--- config.mk ---
export PLATFORM = sky130hd
export DESIGN_NAME = tcdm_bank_init_arb_flat
export DESIGN_NICKNAME = d
export VERILOG_FILES = /design/src/rtl/tcdm_init_pkg.sv /design/src/rtl/tcdm_bank_init_arb_if.sv /design/src/rtl/tcdm_init_ctrl.sv /design/src/rtl/tcdm_bank_init_arb.sv /design/src/flat_wrapper.sv
export SDC_FILE = /design/constraint.sdc
export NUM_CORES = 1
export LEC_CHECK = 0
export ABC_AREA = 1
export CORE_MARGIN = 4
export CORE_UTILIZATION = 24
export DETAILED_ROUTE_END_ITERATION = 10
export PLACE_DENSITY = 0.83
export SYNTH_ARGS = -nofsm -noshare
export SYNTH_HDL_FRONTEND = slang
export SYNTH_SLANG_ARGS = --single-unit
--- constraint.sdc ---
create_clock -name clk_i -period 1.7 [get_ports clk_i]
set_input_delay 0.34 -clock clk_i [delete_from_list [all_inputs] [get_ports clk_i]]
set_output_delay 0.34 -clock clk_i [all_outputs]
set_load 0.005 [all_outputs]
--- src/rtl/tcdm_init_pkg.sv ---
// Shared types for the TCDM bank init front-end: engine state encoding and the
// word-address width helper.
package tcdm_init_pkg;

   typedef enum logic [1:0] {
      StIdle,
      StFill,
      StVerify,
      StDone
   } state_e;

   function automatic int unsigned addr_width(input int unsigned bank_size);
      return $clog2(bank_size);
   endfunction

endpackage

--- src/rtl/tcdm_bank_init_arb_if.sv ---
// Interconnect-side TCDM slave port of one bank: request/grant plus the
// read-response channel.
interface tcdm_bank_init_arb_if #(
   parameter int unsigned DATA_WIDTH = 32
);

   logic                      req;
   logic                      wen;
   logic [31:0]               add;
   logic [DATA_WIDTH-1:0]     wdata;
   logic [DATA_WIDTH/8-1:0]   be;
   logic                      gnt;
   logic [DATA_WIDTH-1:0]     r_data;
   logic                      r_valid;

   modport master (
      output req, wen, add, wdata, be,
      input  gnt, r_data, r_valid
   );

   modport slave (
      input  req, wen, add, wdata, be,
      output gnt, r_data, r_valid
   );

endinterface

--- src/rtl/tcdm_init_ctrl.sv ---
// Init sweep engine: FSM, word counter and busy/done (and, with
// TCDM_INIT_VERIFY_EN, read-back verify with a sticky error flag).
module tcdm_init_ctrl
   import tcdm_init_pkg::*;
#(
   parameter int unsigned  BANK_SIZE = 256,
   localparam int unsigned AW        = addr_width(BANK_SIZE)
) (
   input  logic          clk_i,
   input  logic          rst_i,
   input  logic          init_start_i,
`ifdef TCDM_INIT_VERIFY_EN
   input  logic          rd_mismatch_i,
   output logic          init_error_o,
`endif
   output logic          eng_req_o,
   output logic          eng_we_o,
   output logic [AW-1:0] eng_addr_o,
   output logic          init_busy_o,
   output logic          init_done_o
);

   localparam logic [AW-1:0] LastAddr = AW'(BANK_SIZE - 1);

   state_e          state_q, state_d;
   logic [AW-1:0]   cnt_q, cnt_d;

`ifdef TCDM_INIT_VERIFY_EN
   // tail: last read issued, one compare cycle left; rd_pend: read issued last cycle
   logic tail_q, tail_d;
   logic rd_pend_q, rd_pend_d;
   logic err_q, err_d;

   assign init_error_o = err_q;
`endif

   always_ff @(posedge clk_i or posedge rst_i) begin
      if (rst_i) begin
         state_q   <= StIdle;
         cnt_q     <= '0;
`ifdef TCDM_INIT_VERIFY_EN
         tail_q    <= 1'b0;
         rd_pend_q <= 1'b0;
         err_q     <= 1'b0;
`endif
      end else begin
         state_q   <= state_d;
         cnt_q     <= cnt_d;
`ifdef TCDM_INIT_VERIFY_EN
         tail_q    <= tail_d;
         rd_pend_q <= rd_pend_d;
         err_q     <= err_d;
`endif
      end
   end

   always_comb begin
      state_d   = state_q;
      cnt_d     = cnt_q;
      eng_req_o = 1'b0;
      eng_we_o  = 1'b0;
`ifdef TCDM_INIT_VERIFY_EN
      tail_d    = tail_q;
      rd_pend_d = 1'b0;
      err_d     = err_q;
`endif
      case (state_q)
         StIdle, StDone: begin
            if (init_start_i) begin
               state_d = StFill;
               cnt_d   = '0;
`ifdef TCDM_INIT_VERIFY_EN
               err_d   = 1'b0;
`endif
            end
         end
         StFill: begin
            eng_req_o = 1'b1;
            eng_we_o  = 1'b1;
            cnt_d     = cnt_q + 1'b1;
            if (cnt_q == LastAddr) begin
`ifdef TCDM_INIT_VERIFY_EN
               state_d = StVerify;
`else
               state_d = StDone;
`endif
            end
         end
`ifdef TCDM_INIT_VERIFY_EN
         StVerify: begin
            if (rd_pend_q && rd_mismatch_i) err_d = 1'b1;
            if (tail_q) begin
               state_d = StDone;
               tail_d  = 1'b0;
            end else begin
               eng_req_o = 1'b1;
               rd_pend_d = 1'b1;
               cnt_d     = cnt_q + 1'b1;
               if (cnt_q == LastAddr) tail_d = 1'b1;
            end
         end
`endif
         default: state_d = StIdle;
      endcase
   end

   assign eng_addr_o  = cnt_q;
   assign init_busy_o = (state_q == StFill) || (state_q == StVerify);
   assign init_done_o = (state_q == StDone);

endmodule

--- src/rtl/tcdm_bank_init_arb.sv ---
// Per-bank TCDM front-end: muxes the bank port between the interconnect and the
// init sweep engine and generates r_valid. Option macro: TCDM_INIT_VERIFY_EN.
module tcdm_bank_init_arb
   import tcdm_init_pkg::*;
#(
   parameter int unsigned          BANK_SIZE    = 256,
   parameter int unsigned          DATA_WIDTH   = 32,
   parameter logic [DATA_WIDTH-1:0] FILL_PATTERN = '0,
   localparam int unsigned         AW           = addr_width(BANK_SIZE)
) (
   input  logic                     clk_i,
   input  logic                     rst_i,
   input  logic                     init_start_i,
   output logic                     init_busy_o,
   output logic                     init_done_o,
`ifdef TCDM_INIT_VERIFY_EN
   output logic                     init_error_o,
`endif
   tcdm_bank_init_arb_if.slave      slv,
   output logic                     bank_req_o,
   output logic                     bank_we_o,
   output logic [AW-1:0]            bank_addr_o,
   output logic [DATA_WIDTH-1:0]    bank_wdata_o,
   output logic [DATA_WIDTH/8-1:0]  bank_be_o,
   input  logic [DATA_WIDTH-1:0]    bank_rdata_i
);

   logic          eng_req, eng_we;
   logic [AW-1:0] eng_addr;
   logic          gnt;
   logic          r_valid_q, r_valid_d;
   logic          unused_add;

`ifdef TCDM_INIT_VERIFY_EN
   logic rd_mismatch;
   assign rd_mismatch = (bank_rdata_i != FILL_PATTERN);
`endif

   tcdm_init_ctrl #(
      .BANK_SIZE (BANK_SIZE)
   ) u_ctrl (
      .clk_i         (clk_i),
      .rst_i         (rst_i),
      .init_start_i  (init_start_i),
`ifdef TCDM_INIT_VERIFY_EN
      .rd_mismatch_i (rd_mismatch),
      .init_error_o  (init_error_o),
`endif
      .eng_req_o     (eng_req),
      .eng_we_o      (eng_we),
      .eng_addr_o    (eng_addr),
      .init_busy_o   (init_busy_o),
      .init_done_o   (init_done_o)
   );

   // A start request takes the port in its own cycle, ahead of the interconnect.
   assign gnt = slv.req & ~init_busy_o & ~init_start_i;

   always_comb begin
      bank_req_o   = eng_req | gnt;
      bank_we_o    = ~slv.wen;
      bank_addr_o  = slv.add[AW+1:2];
      bank_wdata_o = slv.wdata;
      bank_be_o    = slv.be;
      if (eng_req) begin
         bank_we_o    = eng_we;
         bank_addr_o  = eng_addr;
         bank_wdata_o = FILL_PATTERN;
         bank_be_o    = '1;
      end
   end

   assign r_valid_d = gnt & slv.wen;

   always_ff @(posedge clk_i or posedge rst_i) begin
      if (rst_i) r_valid_q <= 1'b0;
      else       r_valid_q <= r_valid_d;
   end

   assign slv.gnt     = gnt;
   assign slv.r_data  = bank_rdata_i;
   assign slv.r_valid = r_valid_q;

   assign unused_add = ^{slv.add[31:AW+2], slv.add[1:0]};

endmodule

--- src/flat_wrapper.sv ---
// flat-port wrapper written by rule: the top's interface ports become plain ports
module tcdm_bank_init_arb_flat import tcdm_init_pkg::*;
#(
   parameter int unsigned          BANK_SIZE    = 256,
   parameter int unsigned          DATA_WIDTH   = 32,
   parameter logic [DATA_WIDTH-1:0] FILL_PATTERN = '0,
   localparam int unsigned         AW           = addr_width(BANK_SIZE)
)
  (clk_i, rst_i, init_start_i, init_busy_o, init_done_o, bank_req_o, bank_we_o, bank_addr_o, bank_wdata_o, bank_be_o, bank_rdata_i, slv_req, slv_wen, slv_add, slv_wdata, slv_be, slv_gnt, slv_r_data, slv_r_valid);
  tcdm_bank_init_arb_if #(.DATA_WIDTH(DATA_WIDTH)) slv_i ();
  input  logic clk_i;
  input  logic rst_i;
  input  logic init_start_i;
  output logic init_busy_o;
  output logic init_done_o;
  output logic bank_req_o;
  output logic bank_we_o;
  output logic [AW-1:0] bank_addr_o;
  output logic [DATA_WIDTH-1:0] bank_wdata_o;
  output logic [DATA_WIDTH/8-1:0] bank_be_o;
  input  logic [DATA_WIDTH-1:0] bank_rdata_i;
  input wire logic [$bits(slv_i.req)-1:0] slv_req;
  input wire logic [$bits(slv_i.wen)-1:0] slv_wen;
  input wire logic [$bits(slv_i.add)-1:0] slv_add;
  input wire logic [$bits(slv_i.wdata)-1:0] slv_wdata;
  input wire logic [$bits(slv_i.be)-1:0] slv_be;
  output wire logic [$bits(slv_i.gnt)-1:0] slv_gnt;
  output wire logic [$bits(slv_i.r_data)-1:0] slv_r_data;
  output wire logic [$bits(slv_i.r_valid)-1:0] slv_r_valid;
  assign slv_i.req = slv_req;
  assign slv_i.wen = slv_wen;
  assign slv_i.add = slv_add;
  assign slv_i.wdata = slv_wdata;
  assign slv_i.be = slv_be;
  assign slv_gnt = slv_i.gnt;
  assign slv_r_data = slv_i.r_data;
  assign slv_r_valid = slv_i.r_valid;
  tcdm_bank_init_arb #(.BANK_SIZE(BANK_SIZE), .DATA_WIDTH(DATA_WIDTH), .FILL_PATTERN(FILL_PATTERN)) u_core (.clk_i(clk_i), .rst_i(rst_i), .init_start_i(init_start_i), .init_busy_o(init_busy_o), .init_done_o(init_done_o), .slv(slv_i), .bank_req_o(bank_req_o), .bank_we_o(bank_we_o), .bank_addr_o(bank_addr_o), .bank_wdata_o(bank_wdata_o), .bank_be_o(bank_be_o), .bank_rdata_i(bank_rdata_i));
endmodule
==> results_dict.tcl, run 1 <==
set metrics [dict create \
    die_x_microns 81.00 \
    num_rows 26 \
    synthesis.area_sq_um 1279 \
    worst_slew_pin_slew_ns 0.4436 \
    die_h_microns 81.00 \
    fin_crit_sh 1.098 \
    synth_top_area_share 0.2153 \
    wl_microns 4853 \
    maxCapViolations 0 \
    grt_pass1_wl_microns 7044 \
    critical_path_required_ns 1.36 \
    wl_per_cell_microns 13.05 \
    cts_buffers 3 \
    synthToLayoutAreaGrowth_pct 93.84 \
    final_common_cell "clkdlybuf4s50_1" \
    status "complete, but fails checks" \
    finalSetupViolCount 27 \
    powerDensity_nw_per_um2 1518 \
    hold_viol 0 \
    antenna_found_initial 0 \
    total_power_mw 3.763 \
    cts_hold_buf 0 \
    rsz0062_at_grt "yes" \
    path_clk_slew_ns 0.06 \
    dpl.hpwl_microns 3429 \
    synth_area_per_cell_sq_um 6.089 \
    drc 0 \
    overflow 0 \
    clock_sinks 11 \
    worstSetupPathType "flip-flop to output pin" \
    synth_area_leader_cell "dfrtp_1" \
    die_area_sq_um 6560 \
    ioPinCount 187 \
    drt_iter0_drc 16 \
    fin_skew_ns 0.009035 \
    cp-start-kind "flip-flop" \
    ant_nets 0 \
    hold_class "input port to asynchronous set/reset pin" \
    p_leak_nw 1.279 \
    syn-num-nets 319 \
    grt_max_degree 13 \
    first_pass_iters 3 \
    synth_seq_cells 11 \
    viasPerCell 4.102 \
    clock_path_buffers 2 \
    ys_warn_count 0 \
    cts_max_level 1 \
    diodes 0 \
    gp_congestion 0.8589 \
    whs_ns 0.3968 \
    initial_core_util 0.2488 \
    grt_pass1_vias 1487 \
    arrival_ns 1.53 \
    synth_cell_types 23 \
    core_region_area_sq_um 5140 \
    synthCells 210 \
    finalCriticalPeriod_ns 1.866 \
    crit_path_end_kind "output pin" \
    cts_tree "yes" \
    num_vias 1526 \
    crit_path_max_fanout 3 \
    fin_ws_ns -0.1664 \
    final_cell_mix "clkdlybuf4s50_1, inv_1, buf_2" \
    ys_seq_area_frac 0.2153 \
    ir_drop_mv 1.217 \
    nets 412 \
    violations "negative setup slack" \
    fmax_mhz 535.8 \
    track_usage 0.1364 \
    cts_root_buffer "clkbuf_8" \
    insertion_delay_ns 0.25 \
    relSlewSlack 0.7039 \
    netlist_top_cells_area "dfrtp_1, buf_4, inv_1, nor2_1, nand2_1" \
    finalMaxSlewViolations 0 \
    portBuffers 98 \
    layout-drive-gt1-share 0.4536 \
]
-- flip-flops by register name, summed over array words and instances, names as in the netlist --
name                      cells
u_core.u_ctrl.state_q         2
u_core.u_ctrl.eng_addr_o      8
u_core.slv.r_valid            1
-- layout make-up --
class | count | area [sq um]
clock buffer | 3 | 41.29
clock inverter | 1 | 5.005
fill | 497 | 2661
inverter | 44 | 177.7
multi-input combinational | 116 | 774.5
sequential | 11 | 275.3
tap | 70 | 87.58
timing repair buffer | 126 | 1106
timing repair inverter | 1 | 11.26
-- power breakdown --
group / switching, mW / internal (mW) / total (mW)
clock: 0.109 / 0.162 / 0.270
combinational: 1.44 / 1.67 / 3.11
sequential: 0.0595 / 0.323 / 0.383
-- metrics by stage --
step / utilization / setup TNS [ns] / setup slack (ns) / std cells / instance area [sq um]
2_1_floorplan: - / 0 / 0.1167 / 210 / 1279
3_3_place_gp: 0.4228 / -6.992 / -0.4066 / 350 / 2173
3_5_place_dp: 0.4228 / -8.249 / -0.4137 / 350 / 2173
4_1_cts: 0.4613 / -2.600 / -0.1690 / 372 / 2371
5_1_grt: 0.4822 / -4.385 / -0.2412 / 372 / 2479
6_report: 0.4822 / -2.336 / -0.1664 / 372 / 2479
-- critical path, cell delays in order, from the launching register on --
cell and delay, ns:
dfrtp_1 0.40, buf_6 0.13, ha_4 0.26, inv_2 0.03, or2_4 0.24, o21ai_2 0.10
buf_2 0.12
-- synth_stat cells --
library cell	count
nand2_1	34
nor3_2	1
nor3_1	1
buf_6	1
o21ai_0	10
nand3_1	5
ha_1	4
nand3_2	1
nor2_1	39
nand4_1	2
or2_2	5
inv_2	1
nor2_2	2
nor3b_1	1
inv_1	43
o21ai_1	2
dfrtp_1	11
nand2_2	4
buf_4	32
buf_2	6
a21oi_1	3
nor2_4	1
and3_2	1
-- repair_timing --
item | CTS | global route
pin swaps | 27 | 6
cloned | 3 | 0
endpoints found under the setup margin | 49 | 53
setup buffers | 15 | 3
gates resized for setup | 252 | 40
-- per-layer routing --
layer  global-route usage  up-vias  share of wire  routed length (microns)
li1                     -      769              -                        -
met4              0.06588        0          0.036                      175
met5                    0        -              0                        0
met2               0.2463       63           0.51                     2452
met1               0.1488      674           0.36                     1737
met3              0.03215       20           0.10                      489
-- path summary, 6_finish.rpt --
kind / from / endpoint / slack [ns] / cells past startpoint
max in group asynchronous: rst_i / u_core.slv.r_valid / 0.99 / 2
min in group clk_i: u_core.u_ctrl.eng_addr_o[5] / u_core.u_ctrl.eng_addr_o[5] / 0.58 / 2
min reg2reg: u_core.u_ctrl.eng_addr_o[5] / u_core.u_ctrl.eng_addr_o[5] / 0.58 / 2
max reg2reg: u_core.u_ctrl.state_q[1] / u_core.u_ctrl.eng_addr_o[6] / 0.12 / 9
max: u_core.u_ctrl.state_q[1] / bank_req_o / -0.17 / 6
min: rst_i / u_core.u_ctrl.eng_addr_o[0] / 0.40 / 2
-- cells by family after synthesis --
group                    share of synthesized area
AO/OA/AOI/OAI                              0.05871
flip-flops                                  0.2153
buffers and inverters                       0.3493
AND/OR/NAND/NOR                             0.3376
adder cells (fa/ha/maj)                    0.03914
(Power assumes the default switching activity.)
==> run 2, diff against run 1 <==
--- a/config.mk
+++ b/config.mk
@@ -6,6 +6,7 @@
 export NUM_CORES = 1
 export LEC_CHECK = 0
 export ABC_AREA = 1
+export CORE_ASPECT_RATIO = 0.75
 export CORE_MARGIN = 4
 export CORE_UTILIZATION = 24
 export DETAILED_ROUTE_END_ITERATION = 10
==> run 2 against run 1 <==
Effect of this change:
- the run still ends with negative setup slack left
- total power rose by 25%
- flip-flop and latch count unchanged
- worst hold slack improved by 0.0057 ns
- design area is 14% higher
- combinational power increased by 30%
- final cell count grew 2.2%
- routed wire length increased by 5.8%
- utilization is 8.2 points higher
- first-iteration DRC count increased to 3.6 times the previous value
- global-route usage increased by 0.37 points
- critical path depth up 3
- non-clock buffer count increased by 7
- largest cell class unchanged
- highest routed layer unchanged
==> results_dict.tcl, run 2 (synthesis results as in run 1) <==
set metrics [dict create \
    status "complete, but fails checks" \
    violations "negative setup slack" \
    critical_path_required_ns 1.36 \
    diodes 0 \
    track_usage 0.1402 \
    num_rows 22 \
    layout-drive-gt1-share 0.5227 \
    drc 0 \
    overflow 0 \
    r2r_start "u_core.u_ctrl.state_q[1]" \
    arrival_ns 1.55 \
    dpl.cell_count 356 \
    hold_class "input port to asynchronous set/reset pin" \
    antenna_found_initial 0 \
    p_int_mw 2.714 \
    combPwrFrac 0.862 \
    grt_pass1_vias 1505 \
    p_clk_frac 0.057 \
    final_area_sq_um 2826 \
    num_vias 1573 \
    cp-start-kind "flip-flop" \
    reg2reg_depth 12 \
    wl_microns 5134 \
    nets 418 \
    worstReg2RegEnd "u_core.u_ctrl.eng_addr_o[6]" \
    grt_pass1_wl_microns 7417 \
    viasPerCell 4.139 \
    path_clk_slew_ns 0.05 \
    drt_iter0_drc 57 \
    final_cell_mix "clkdlybuf4s50_1, inv_1, buf_2" \
    worst_slew_pin_slew_ns 0.4455 \
    nFillCells 450 \
    p_seq_frac 0.081 \
    die_h_microns 71.22 \
    finalCriticalPeriod_ns 1.889 \
    fin_ws_ns -0.1886 \
    cts_tree "yes" \
    cts_buffers 3 \
    dpl.hpwl_microns 3460 \
    grt_max_degree 12 \
    sw_frac_of_total 0.4209 \
    cts_root_buffer "clkbuf_8" \
    portBuffers 98 \
    r2r_slack_ns -0.13 \
    synthToLayoutAreaGrowth_pct 121.0 \
    p_switching_mw 1.972 \
    core_region_area_sq_um 5010 \
    ant_nets 0 \
    finalSetupViolCount 55 \
    instances_no_fill 380 \
    gp_congestion 0.8674 \
    crit_path_max_fanout 5 \
    cts_max_level 1 \
    largest_reg_flops 8 \
    powerDensity_nw_per_um2 1658 \
    clock_sinks 11 \
    fmax_mhz 529.5 \
    initial_core_util 0.2552 \
    finalMaxSlewViolations 0 \
    ioPinCount 187 \
    placed_area_sq_um 2206 \
    insertion_delay_ns 0.24 \
    wl_per_cell_microns 13.51 \
    maxCapViolations 0 \
    fin_skew_ns 0.001319 \
    total_power_mw 4.686 \
    rsz0062_at_grt "yes" \
    relSlewSlack 0.7027 \
    crit_path_end_kind "output pin" \
    final_common_cell "clkdlybuf4s50_1" \
    die_area_sq_um 6572 \
    ir_drop_mv 0.6159 \
    worstSetupPathType "flip-flop to output pin" \
    fin_crit_sh 1.111 \
    clock_path_buffers 2 \
    die_x_microns 92.29 \
    p_leak_nw 1.415 \
    first_pass_iters 4 \
    hold_viol 0 \
]
run 2: changes by cell type in the layout (fill, tap and decap cells not counted), sizes merged:
cell           before  now
clkdlybuf4s15       1    0
clkinv              1    0
clkbuf              4    7
inv                45   44
bufbuf              0    1
buf                75   80
run 2: power groups by stage:
stage | Sequential [mW] | Combinational, mW | Clock, mW
2_1_floorplan | 0.373 | 0.987 | 0
3_3_place_gp | 0.368 | 2.36 | 0
3_5_place_dp | 0.371 | 2.38 | 0
4_1_cts | 0.372 | 3.36 | 0.274
5_1_grt | 0.391 | 4.33 | 0.282
6_report | 0.379 | 4.04 | 0.267
run 2: critical path, stage by stage (launching register included):
cell and delay [ns]:
dfrtp_1 0.39, buf_6 0.13, inv_4 0.05, ha_4 0.19, buf_6 0.14, inv_12 0.04, buf_8 0.13, nand2_4 0.07
o21ai_4 0.05, buf_2 0.12
run 2: cell type report:
| class | count | area (sq um) | share of cell area |
|---|---|---|---|
| repair buffers | 133 | 1274 | 0.4506 |
| multi-input cells | 116 | 962.2 | 0.3404 |
| inverters | 44 | 180.2 | 0.06375 |
| clock buffers | 4 | 45.04 | 0.01594 |
| well taps | 72 | 90.09 | 0.03187 |
| flip-flops and latches | 11 | 275.3 | 0.09739 |
run 2: what timing repair did:
item	in CTS	in global routing
buffers inserted	17	1
hold endpoints to repair	0	0
gates cloned	3	1
hold buffers	0	0
resized for setup	268	86
endpoints found under the setup margin	49	57
pin swaps	27	25
run 2: how the worst max path moves through the flow:
stage                              from              to  slack (ns)
3_3_place_gp               init_start_i      bank_req_o       -0.58
4_1_cts        u_core.u_ctrl.state_q[1]         slv_gnt       -0.22
2_1_floorplan  u_core.u_ctrl.state_q[0]      bank_req_o        0.12
6_report       u_core.u_ctrl.state_q[1]  bank_addr_o[7]       -0.19
3_5_place_dp               init_start_i      bank_req_o       -0.60
5_1_grt        u_core.u_ctrl.state_q[0]         slv_gnt       -0.26
run 2: per-stage QoR:
stage	setup TNS [ns]	setup slack (ns)	utilization	hold WS, ns
2_1_floorplan	0	0.1167	-	0.1924
3_3_place_gp	-12.96	-0.5762	0.4403	0.5446
3_5_place_dp	-13.65	-0.5965	0.4403	0.5511
4_1_cts	-4.782	-0.2162	0.4988	0.4123
5_1_grt	-7.550	-0.2564	0.5642	0.4320
6_report	-4.597	-0.1886	0.5642	0.4025
run 2: per-layer routing:
metal	vias up	global-route usage	share of wire	routed length [microns]
met1	702	0.1703	0.39	1984
met4	0	0.02471	0.013	67
met5	-	0	0	0
met3	10	0.06191	0.10	514
li1	780	-	-	-
met2	81	0.2338	0.50	2568
==> run 3, diff against run 2 <==
--- a/config.mk
+++ b/config.mk
@@ -9,6 +9,8 @@
 export CORE_ASPECT_RATIO = 0.75
 export CORE_MARGIN = 4
 export CORE_UTILIZATION = 24
+export CTS_CLUSTER_DIAMETER = 80
+export CTS_CLUSTER_SIZE = 12
 export DETAILED_ROUTE_END_ITERATION = 10
 export PLACE_DENSITY = 0.83
 export SYNTH_ARGS = -nofsm -noshare
==> results of run 3 <==
Same layout as run 2: the final DEF is identical, and so are final timing and power.
